===== config.mk =====
export PLATFORM = sky130hd
export DESIGN_NAME = control_unit_fsm
export DESIGN_NICKNAME = d
export VERILOG_FILES = /design/src/rtl/control_unit_fsm.sv
export SDC_FILE = /design/constraint.sdc
export NUM_CORES = 1
export LEC_CHECK = 0
export BUFFER_PORTS_ARGS = -buffer_cell sky130_fd_sc_hd__buf_2
export CAP_MARGIN = 10
export CORE_MARGIN = 2
export CORE_UTILIZATION = 51
export CTS_CLUSTER_DIAMETER = 30
export DETAILED_ROUTE_END_ITERATION = 16
export PLACE_DENSITY = 0.82
export SYNTH_ARGS = -nofsm -noshare
export SYNTH_HDL_FRONTEND = slang
export SYNTH_SLANG_ARGS = --single-unit

===== constraint.sdc =====
create_clock -name clk -period 3.6 [get_ports clk]
set_clock_uncertainty 0.15 [all_clocks]
set_input_delay 0.54 -clock clk [delete_from_list [all_inputs] [get_ports clk]]
set_output_delay 0.54 -clock clk [all_outputs]
set_load 0.05 [all_outputs]

===== src/rtl/control_unit_fsm.sv =====
// Instruction sequencer for the six-instruction processor: fetch, decode and execute control.
// Optional macro ILLEGAL_OP_HALT_EN: opcodes 6-15 stop the machine in HALT until reset.
module control_unit_fsm (
  input  logic        clk,
  input  logic        clr,
  output logic        imem_rd,
  input  logic        imem_valid,
  input  logic [15:0] imem_data,
  output logic        pc_clr,
  output logic        pc_up,
  output logic        pc_ld,
  output logic [15:0] pc_offset,
  output logic [15:0] ir,
  output logic [7:0]  d_addr,
  output logic        d_rd,
  output logic        d_wr,
  output logic [1:0]  rf_s,
  output logic [7:0]  rf_w_data,
  output logic [3:0]  rf_w_addr,
  output logic        rf_w_wr,
  output logic [3:0]  rf_rp_addr,
  output logic [3:0]  rf_rq_addr,
  output logic        rf_rp_rd,
  output logic        rf_rq_rd,
  output logic [1:0]  alu_s,
  input  logic        rf_rp_zero,
  output logic        halted
);

  typedef enum logic [3:0] {
    S_INIT,
    S_FETCH,
    S_DECODE,
    S_LOAD,
    S_STORE,
    S_ADD,
    S_SUB,
    S_LDC,
    S_JMPZ,
    S_JMPZ_TAKEN,
    S_NOP,
    S_HALT
  } state_t;

  typedef struct packed {
    logic        imem_rd;
    logic        pc_clr;
    logic        pc_up;
    logic        pc_ld;
    logic [15:0] pc_offset;
    logic [7:0]  d_addr;
    logic        d_rd;
    logic        d_wr;
    logic [1:0]  rf_s;
    logic [7:0]  rf_w_data;
    logic [3:0]  rf_w_addr;
    logic        rf_w_wr;
    logic [3:0]  rf_rp_addr;
    logic [3:0]  rf_rq_addr;
    logic        rf_rp_rd;
    logic        rf_rq_rd;
    logic [1:0]  alu_s;
    logic        halted;
  } ctl_t;

  localparam logic [1:0] RF_SEL_ALU   = 2'b00;
  localparam logic [1:0] RF_SEL_DMEM  = 2'b01;
  localparam logic [1:0] RF_SEL_CONST = 2'b10;
  localparam logic [1:0] ALU_ADD      = 2'b01;
  localparam logic [1:0] ALU_SUB      = 2'b10;

  state_t      state;
  state_t      nxt_state;
  logic [15:0] nxt_ir;
  ctl_t        ctl;

  // Moore output table: the control word that belongs to a given state and instruction.
  function automatic ctl_t decode_ctl(input state_t s, input logic [15:0] i);
    ctl_t c;
    c = '0;
    c.pc_offset = {{8{i[7]}}, i[7:0]};
    case (s)
      S_INIT:       c.pc_clr = 1'b1;
      S_FETCH:      c.imem_rd = 1'b1;
      S_DECODE:     c.pc_up = 1'b1;
      S_LOAD: begin
        c.d_addr    = i[7:0];
        c.d_rd      = 1'b1;
        c.rf_s      = RF_SEL_DMEM;
        c.rf_w_addr = i[11:8];
        c.rf_w_wr   = 1'b1;
      end
      S_STORE: begin
        c.d_addr     = i[7:0];
        c.d_wr       = 1'b1;
        c.rf_rp_addr = i[11:8];
        c.rf_rp_rd   = 1'b1;
      end
      S_ADD, S_SUB: begin
        c.rf_rp_addr = i[7:4];
        c.rf_rq_addr = i[3:0];
        c.rf_rp_rd   = 1'b1;
        c.rf_rq_rd   = 1'b1;
        c.alu_s      = (s == S_ADD) ? ALU_ADD : ALU_SUB;
        c.rf_s       = RF_SEL_ALU;
        c.rf_w_addr  = i[11:8];
        c.rf_w_wr    = 1'b1;
      end
      S_LDC: begin
        c.rf_s      = RF_SEL_CONST;
        c.rf_w_data = i[7:0];
        c.rf_w_addr = i[11:8];
        c.rf_w_wr   = 1'b1;
      end
      S_JMPZ: begin
        c.rf_rp_addr = i[11:8];
        c.rf_rp_rd   = 1'b1;
      end
      // PC already points one past the JMPZ, and PC_Module adds the offset to PC-1.
      S_JMPZ_TAKEN: c.pc_ld = 1'b1;
`ifdef ILLEGAL_OP_HALT_EN
      S_HALT: begin
        c           = '0;
        c.halted    = 1'b1;
      end
`endif
      default: ;
    endcase
    return c;
  endfunction

  always_comb begin
    nxt_state = state;
    nxt_ir    = ir;
    case (state)
      S_INIT:  nxt_state = S_FETCH;
      S_FETCH: begin
        if (imem_valid) begin
          nxt_ir    = imem_data;
          nxt_state = S_DECODE;
        end
      end
      S_DECODE: begin
        case (ir[15:12])
          4'd0:    nxt_state = S_LOAD;
          4'd1:    nxt_state = S_STORE;
          4'd2:    nxt_state = S_ADD;
          4'd3:    nxt_state = S_LDC;
          4'd4:    nxt_state = S_SUB;
          4'd5:    nxt_state = S_JMPZ;
`ifdef ILLEGAL_OP_HALT_EN
          default: nxt_state = S_HALT;
`else
          default: nxt_state = S_NOP;
`endif
        endcase
      end
      S_JMPZ:  nxt_state = rf_rp_zero ? S_JMPZ_TAKEN : S_FETCH;
      S_HALT:  nxt_state = S_HALT;
      default: nxt_state = S_FETCH;
    endcase
  end

  // Outputs are registered from the next state so they stay pure Moore functions of state and ir.
  always_ff @(posedge clk or posedge clr) begin
    if (clr) begin
      state <= S_INIT;
      ir    <= '0;
      ctl   <= decode_ctl(S_INIT, 16'h0000);
    end else begin
      state <= nxt_state;
      ir    <= nxt_ir;
      ctl   <= decode_ctl(nxt_state, nxt_ir);
    end
  end

  assign imem_rd    = ctl.imem_rd;
  assign pc_clr     = ctl.pc_clr;
  assign pc_up      = ctl.pc_up;
  assign pc_ld      = ctl.pc_ld;
  assign pc_offset  = ctl.pc_offset;
  assign d_addr     = ctl.d_addr;
  assign d_rd       = ctl.d_rd;
  assign d_wr       = ctl.d_wr;
  assign rf_s       = ctl.rf_s;
  assign rf_w_data  = ctl.rf_w_data;
  assign rf_w_addr  = ctl.rf_w_addr;
  assign rf_w_wr    = ctl.rf_w_wr;
  assign rf_rp_addr = ctl.rf_rp_addr;
  assign rf_rq_addr = ctl.rf_rq_addr;
  assign rf_rp_rd   = ctl.rf_rp_rd;
  assign rf_rq_rd   = ctl.rf_rq_rd;
  assign alu_s      = ctl.alu_s;
  assign halted     = ctl.halted;

endmodule


Yosys cells after proc, flatten, opt, wreduce, memory -nomap -nowiden --
Cells that the tools add are included.
Word-level totals: flip-flop bits (word level) 69, input port bits 20, output and inout bits 74, logic and storage cells 67
Cells by class: equal/unequal tests 18, multiplexer cells 21, reduce and logical (&&, ||, !) cells 8
Operators with widths (number):
- $eq A4 B3 Y1 const B | 6
- $mux W12 | 2
- $pmux W4 S6 | 1
- $eq A4 B2 Y1 const B | 5
- $eq A4 B4 Y1 const B | 4
- $mux W8 | 2
- $pmux W4 S4 | 1
- $eq A4 B1 Y1 const B | 3
- $mux W4 | 3
- $logic_not A4 Y1 | 2
- $pmux W4 S2 | 1
- $reduce_or A4 Y1 | 2
- $mux W1 | 7
- $reduce_or A2 Y1 | 3
- $mux W5 | 1
- $pmux W2 S2 | 1
- $mux W3 | 1
- $mux W2 | 1
- $reduce_and A2 Y1 | 1

Depth between registers and ports, before layout --
Gate-level depths: netlist (run 1).
depth after elaboration 6, mapped depth 7

Least setup slack after synthesis (run 1) --
Ideal clock, no wire load.
kind register to register, start register ir[13], end register ctl, in the netlist rf_rp_addr[2], arrival 1.971 ns, required time 3.315 ns, slack 1.344 ns, cell stages (with the launch flop) 8, path buffers 2, cell sequence dfrtp_1 or3b_1 a221oi_1 and2_1 buf_6 a211o_1 buf_6 o22ai_2
On the way: longest elaborated chain between the ends 6
RTL lines:
- start, declared | line 13 | output logic [15:0] ir,
- start signal, assigned | line 172 | ir <= nxt_ir;
- $eq A4 B3 Y1 (tied with other cells) | line 144 | case (ir[15:12])
- $pmux W4 S6 (*) | line 144
- $pmux W4 S4 (*) | line 135 | case (state)
- $eq A4 B4 Y1 or $eq A4 B3 Y1 (tied branches) | line 82 | case (s)
- $reduce_or A2 Y1, on equally long branches
- $pmux W4 S2 (*) | line 82
- end signal, assigned | line 169 | ctl <= decode_ctl(S_INIT, 16'h0000);
- end signal, assigned | line 173 | ctl <= decode_ctl(nxt_state, nxt_ir);
- end, declared | line 75 | ctl_t ctl;
Mark *: on every way between the ends. The rest lies on a longest branch, timed or not. A chain may end at the register's enable or synchronous reset.

Worst setup path after layout (run 1) --
start register state[1], end register ctl, in the netlist d_addr[4]
On the way: longest elaborated chain between the ends 5
RTL lines:
- start, declared | line 72 | state_t state;
- start signal, assigned | line 171 | state <= nxt_state;
- $eq A4 B4 Y1 (tied with other cells) | line 135
- $pmux W4 S4 | line 135
- $eq A4 B2 Y1 or $eq A4 B3 Y1 (tied branches) | line 82
- $reduce_or A2 Y1 (no line)
- $mux W8 (*) | line 82
Marked as above.

==> qor.tcl, run 1 <==
set qor(post-synth-top-area-fraction_pct) 62.0
set qor(clkTransAtPathRegs_ps) 60
set qor(timing.fmax_mhz) 412
set qor(timing.setup.tns_ps) 0
set qor(die_w_um) 72.3
set qor(finalWorstPathRequiredPeriod_ps) 2430
set qor(drt-wirelength-per-cell_um) 14.0
set qor(finalHoldViolCount) 0
set qor(setup_viol) 0
set qor(leading_cell_type_in_the_layout_fill_and_taps_excluded) {buf_2}
set qor(buffer_ports.inserted) 92
set qor(area_delta_synth_final_pct) 22.7
set qor(cp.required_ps) 3640
set qor(final.period_utilization_pct) 67.4
set qor(gr-total-overflow) 0
set qor(critPathArrivalTime_ps) 2470
set qor(die_y_um) 72.3
set qor(grt_setup_unrepaired) {no}
set qor(drt.antenna.violating_nets) 0
set qor(num_antenna_cells) 0
set qor(synth-seq-area-share_pct) 63.1
set qor(nNetsFinal) 301
set qor(syn-instance-count) 198
set qor(final_estimated_routing_congestion_in_global_placement) 0.736
set qor(clk_latency_ps) 320
set qor(cts_buffer_depth) 2
set qor(grt_start_max_net_pins) 36
set qor(core_area_um2) 4410
set qor(r2r.worst_path.cells) 5
set qor(initial_utilization_pct) 53.9
set qor(outcome) {completed}
set qor(syn_avg_cell_area_um2) 12.0
set qor(cts_resizes) 0
set qor(yosys_warnings) 0
set qor(whs_ps) 175
set qor(cp-end-kind) {flip-flop}
set qor(num_vias) 1648
set qor(dp.final_hpwl_um) 3440
set qor(route.detailed.drc) 0
set qor(cts-hold-fix-buffers) 0
set qor(global_route_wire_length_before_repair_um) 7690
set qor(die_area_um2) 5230
set qor(ys_types) 36
set qor(cts.root.buffer_cell) {clkbuf_8}
set qor(detail_route.vias_per_cell) 4.89
set qor(post-cts-setup-buffers) 0
set qor(vias_in_the_first_global_route) 1627
set qor(critPathLaunchType) {flip-flop}
set qor(drtPass1Iterations) 4
set qor(crit_type) {reg2reg}
set qor(drive_gt1_share_pct) 44.2
set qor(timing.max_cap.violations) 0
set qor(global_route_usage_sum_pct) 20.0
set qor(boundaryPins) 94
set qor(tritoncts_num_sinks) 60
set qor(routed_wl_um) 4730
set qor(cp_max_fo) 20
set qor(num_rows) 24
set qor(maxSlewViolCount) 0
set qor(worstMarginPinSlew_ps) 697
set qor(synth.ff_latch_count) 60
set qor(detail_route.iter0.violations) 86
set qor(holdCritPathClass) {in2async}
set qor(netlist.top_cell.by_area) {dfrtp_1}
set qor(htree_num_levels) 3
set qor(cts-buffers-inserted) 9
set qor(slew_headroom_pct) 53.5
set qor(ys_top_cells_by_area) {dfrtp_1 (62%), buf_4 (5.7%), mux2i_1 (5.0%)}
set qor(cts_tree) {done}
set qor(netlist_area_um2) 2380
set qor(initial_antenna_violation_count) 0
set qor(leading_cell_types_in_the_layout_fill_and_taps_excluded) {buf_2 (92), dfrtp_1 (59), nor2_1 (19), nand2_1 (17), inv_1 (17)}
critical path: stages (launching register included):
cell      delay [ps]
dfrtp_1          430
or4_4            600
inv_2            400
a211oi_1         210
a21oi_2          430
nor2_1            90
path summary, 6_finish.rpt:
path / start / to / slack (ps)
max in group asynchronous: clr / d_addr[4] / 2320
worst min register to register: state[2] / pc_ld / 380
worst min-delay path: clr / rf_w_data[1] / 170
worst max-delay path: state[1] / d_addr[4] / 1170
worst max register to register: state[1] / d_addr[4] / 1170
min in group clk: imem_data[14] / ir[14] / 260
registers in the layout (all words and copies together), names as in the netlist, 2 cells and up:
signal      count
ir              9
d_addr          8
rf_w_data       8
pc_offset       7
rf_rp_addr      4
rf_rq_addr      4
rf_w_addr       4
state           4
alu_s           2
per-layer routing:
layer / up-vias / share of wire (%) / wire length, um / GRT usage (%)
li1: 787 / - / - / -
met4: 0 / 2.2 / 102 / 7.55
met5: - / 0 / 0 / 0
met1: 776 / 42 / 1990 / 26.0
met2: 72 / 47 / 2220 / 30.5
met3: 13 / 8.9 / 422 / 7.78
synth_stat cells (all sizes together):
library cell / n
or3b: 1
conb: 1
a211o: 1
a221oi: 1
a21oi: 6
nand2b: 1
o211ai: 2
o21ai: 2
or4b: 1
nor2: 25
nor4: 2
nor2b: 4
buf: 22
dfstp: 1
o31a: 1
nor3b: 1
a22oi: 1
inv: 19
mux2i: 12
nand3: 1
dfrtp: 59
nand2: 17
nor3: 6
nand3b: 1
or4: 1
o22ai: 4
and2: 3
or2: 1
a211oi: 1
metrics by stage:
stage               setup slack (ps)  instances  cell area, um^2  utilization [%]
finish                          1170        337             2920             66.2
global placement                1120        322             2740             62.0
global route                     964        337             2920             66.2
floorplan                       1340        199             2380                -
detailed placement              1000        322             2740             62.0
CTS                             1130        337             2920             66.2
layout make-up:
| cell class | count | area [um^2] |
|---|---|---|
| fill | 325 | 1490 |
| tap | 52 | 65.1 |
| clock inverter | 2 | 35.0 |
| multi-input combinational | 98 | 629 |
| clock buffer | 13 | 149 |
| sequential | 60 | 1500 |
| timing repair buffer | 93 | 468 |
| inverter | 19 | 71.3 |
logic make-up (layout without fill, tap and decap cells):
family	count (synthesis)	count (layout)	synth area share [%]
buffers and inverters	41	127	10.6
flip-flops	60	60	63.1
AO/OA/AOI/OAI	19	19	7.15
AND/OR/NAND/NOR	65	65	13.9
other	1	2	0.158
multiplexers	12	12	5.05
Power of run 1 is left out: the tool's default activity adds up to more than one toggle a clock period on the data nets, which glitch-free logic cannot reach.
==> inputs of run 2 (changes only) <==
--- a/config.mk
+++ b/config.mk
@@ -5,13 +5,14 @@
 export SDC_FILE = /design/constraint.sdc
 export NUM_CORES = 1
 export LEC_CHECK = 0
+export ABC_AREA = 1
 export BUFFER_PORTS_ARGS = -buffer_cell sky130_fd_sc_hd__buf_2
 export CAP_MARGIN = 10
 export CORE_MARGIN = 2
-export CORE_UTILIZATION = 51
+export CORE_UTILIZATION = 44
 export CTS_CLUSTER_DIAMETER = 30
 export DETAILED_ROUTE_END_ITERATION = 16
-export PLACE_DENSITY = 0.82
+export PLACE_DENSITY = 0.74
 export SYNTH_ARGS = -nofsm -noshare
 export SYNTH_HDL_FRONTEND = slang
 export SYNTH_SLANG_ARGS = --single-unit
==> constraint.sdc (replaced) <==
create_clock -name clk -period 2.22 [get_ports clk]
set_clock_uncertainty 0.15 [all_clocks]
set_input_delay 0.333 -clock clk [delete_from_list [all_inputs] [get_ports clk]]
set_output_delay 0.333 -clock clk [all_outputs]
set_load 0.05 [all_outputs]
==> run 2 against run 1 <==
Against the previous run:
- routed wire length rose by 9.0%
- sequential share of layout area fell by 3.5 points
- register-to-register slack got worse by 810 ps
- first-iteration DRC count fell by 7.0%
- hold slack got worse by 130 ps
- via count rose by 11%
- synthesized cell count rose by 22%
- core utilization fell by 9.6 points
- die area rose by 22%
- fmax rose by 30%
- flip-flop and latch count did not move
==> qor.tcl, run 2 <==
set qor(num_vias) 1837 ;# +11%
set qor(detail_route.vias_per_cell) 4.56 ;# -6.8%
set qor(leading_cell_types_in_the_layout_fill_and_taps_excluded) {buf_2 (92), dfrtp_1 (59), nand2_1 (37), inv_1 (29), nor2_1 (18)}
set qor(finalWorstPathRequiredPeriod_ps) 1860 ;# -566 ps
set qor(route.detailed.drc) 0 ;# unchanged
set qor(synth-edff-count) 0 ;# unchanged
set qor(global_route_wire_length_before_repair_um) 8520 ;# +11%
set qor(clkTransAtPathRegs_ps) 70 ;# about the same
set qor(drt.antenna.violating_nets) 0 ;# unchanged
set qor(critical-path-max-stage-delay_ps) 390 ;# -210 ps
set qor(num_antenna_cells) 0 ;# unchanged
set qor(post-cts-setup-buffers) 0 ;# unchanged
set qor(initial_antenna_violation_count) 0 ;# unchanged
set qor(grt_setup_unrepaired) {no}
set qor(registers.top_by_ff_count) {ir}
set qor(synth.cells.most_frequent) {dfrtp_1 (59), nand2_1 (37), inv_1 (30)}
set qor(timing.fmax_mhz) 537 ;# +30%
set qor(cts_buffer_depth) 2 ;# unchanged
set qor(outcome) {completed}
set qor(htree_num_levels) 3 ;# unchanged
set qor(vias_in_the_first_global_route) 1767 ;# +8.6%
set qor(gr-total-overflow) 0 ;# unchanged
set qor(power.density_cell_area_nw_per_um2) 672
set qor(die_area_um2) 6380 ;# +22%
set qor(maxSlewViolCount) 0 ;# unchanged
set qor(worst_slack_ps) 359 ;# -814 ps
set qor(placedCellCount) 386 ;# +20%
set qor(syn-instance-count) 241 ;# +22%
set qor(whs_ps) 49.2 ;# -126 ps
set qor(post-synth-top-area-fraction_pct) 58.3 ;# -3.7 points
set qor(total_switching_power_uw) 478
set qor(p_leak_nw) 1.90
set qor(stdcell_count) 403 ;# +20%
set qor(grt_start_max_net_pins) 29 ;# -19%
set qor(n_fill_cell) 487 ;# +50%
set qor(yosys_warnings) 0 ;# unchanged
set qor(netlist_area_um2) 2530 ;# +6.4%
set qor(cell_mode_on_critical_path) {nand3_2}
set qor(critPathLaunchType) {flip-flop}
set qor(netSwitchingFraction_pct) 22.7
set qor(routed_wl_um) 5160 ;# +9.0%
set qor(finalHoldViolCount) 0 ;# unchanged
set qor(nNetsFinal) 346 ;# +15%
set qor(asyncSetResetFlopFracSynth_pct) 100 ;# unchanged
set qor(cp-end-kind) {flip-flop}
set qor(power.sequential.fraction_pct) 52.0
set qor(drive_gt1_share_pct) 45.9 ;# +1.7 points
set qor(dpl_worst_slack_ps) 337 ;# -666 ps
set qor(synth-seq-area-share_pct) 59.3 ;# -3.8 points
set qor(syn_avg_cell_area_um2) 10.5 ;# -13%
set qor(cp_max_fo) 11 ;# -45%
set qor(power_frac_comb_pct) 2.6
set qor(final.period_utilization_pct) 83.8 ;# +16 points
set qor(clock_power_share_pct) 45.4
set qor(crit_path_cell_trace) {nor2_2 -> nand3_2 -> nand2_1 -> inv_1 -> nand2_4 -> inv_2 -> nand3_2 -> a21oi_1}
set qor(cts.root.buffer_cell) {clkbuf_8}
set qor(drtPass1Iterations) 6 ;# +2
set qor(tritoncts_num_sinks) 60 ;# unchanged
set qor(synth_top_flop_cell) {dfrtp_1}
set qor(die_y_um) 79.9 ;# +10%
set qor(cts_resizes) 0 ;# unchanged
set qor(cts-hold-fix-buffers) 1 ;# +1
set qor(largest_register_ffs) 9 ;# unchanged
set qor(ys_top_cells_by_area) {dfrtp_1 (58%), nand2_1 (5.5%), buf_4 (5.3%)}
set qor(timing.max_cap.violations) 0 ;# unchanged
set qor(clk_latency_ps) 340 ;# +20 ps
set qor(post-synth-top-count-cell) {dfrtp_1}
set qor(cts_tree) {done}
set qor(synth.ff_latch_count) 60 ;# unchanged
set qor(holdCritPathClass) {in2reg}
set qor(min_delay_path_depth) 3
set qor(dp.final_hpwl_um) 3710 ;# +7.8%
set qor(core_area_um2) 5540 ;# +26%
set qor(critPathArrivalTime_ps) 1930 ;# -540 ps
set qor(cts-buffers-inserted) 9 ;# unchanged
set qor(global_route_usage_sum_pct) 18.1 ;# -1.8 points
set qor(leading_cell_type_in_the_layout_fill_and_taps_excluded) {buf_2}
set qor(buffer_ports.inserted) 92 ;# unchanged
set qor(r2r.worst_path.cells) 8 ;# +3
set qor(cp.required_ps) 2290 ;# -1350 ps
set qor(crit_type) {reg2reg}
set qor(timing.setup.tns_ps) 0 ;# unchanged
set qor(area_delta_synth_final_pct) 23.8
set qor(netlist.top_cell.by_area) {dfrtp_1}
set qor(setup_viol) 0 ;# unchanged
set qor(num_rows) 27 ;# +13%
set qor(die_w_um) 79.9 ;# +10%
set qor(slowest_stage) {dfrtp_1}
set qor(drt-wirelength-per-cell_um) 12.8 ;# -8.9%
set qor(detail_route.iter0.violations) 80 ;# -7.0%
set qor(boundaryPins) 94 ;# unchanged
set qor(worst_vdd_ir_uv) 450
set qor(initial_utilization_pct) 45.7 ;# -8.2 points
set qor(p_int_mw) 1.63
set qor(final_estimated_routing_congestion_in_global_placement) 0.820 ;# +11%
set qor(ys_types) 32 ;# -11%
run 2: cells by family after synthesis:
group | synth area share (%)
flip-flops | 59.3
AO/OA/AOI/OAI | 7.41
buffers and inverters | 13.1
other | 0.148
AND/OR/NAND/NOR | 20.0
run 2: through the flow:
step	total power, mW	cell area (um^2)	utilization (%)
floorplan	1.14	2540	-
global placement	1.17	2930	53.0
detailed placement	1.17	2930	53.0
CTS	2.11	3130	56.6
global route	2.18	3130	56.6
finish	2.11	3130	56.6
run 2: critical path: cells and delay by family, from the launching register on:
kind	cells	cell delay (ps)
simple gates	5	940
flops	1	390
buf+inv	2	160
compound gates	1	110
run 2: worst paths after layout:
path                                from        end  slack [ps]
max in group asynchronous            clr   rf_rq_rd         980
max                             state[3]  d_addr[1]         360
min in group asynchronous            clr      pc_ld         400
min reg2reg                       ir[10]     ir[10]         410
min                        imem_data[13]     ir[13]          50
max reg2reg                     state[3]  d_addr[1]         360
run 2: power by group through the flow:
stage	clock (mW)	sequential (mW)	combinational, mW
6_report	0.956	1.09	0.0539
5_1_grt	1.02	1.09	0.0616
4_1_cts	0.964	1.09	0.0561
3_5_place_dp	0	1.12	0.0546
3_3_place_gp	0	1.12	0.0544
2_1_floorplan	0	1.12	0.0229
run 2: layout make-up:
type	count	area, um^2	area share, %
Clock buffer	9	124	3.95
Sequential cell	60	1500	47.9
Multi-Input combinational cell	122	702	22.4
Clock inverter	7	66.3	2.12
Inverter	37	144	4.59
Tap cell	72	90.1	2.87
Timing Repair Buffer	96	505	16.1
run 2: metal layers:
layer  GRT usage (%)  wire length (um)  up-vias
li1                -                 -      897
met1            23.3              2290      863
met2            28.1              2440       66
met3            3.96               297       11
met4            10.7               134        0
met5               0                 0        -
Note: power is estimated with default switching activity, not from simulation.
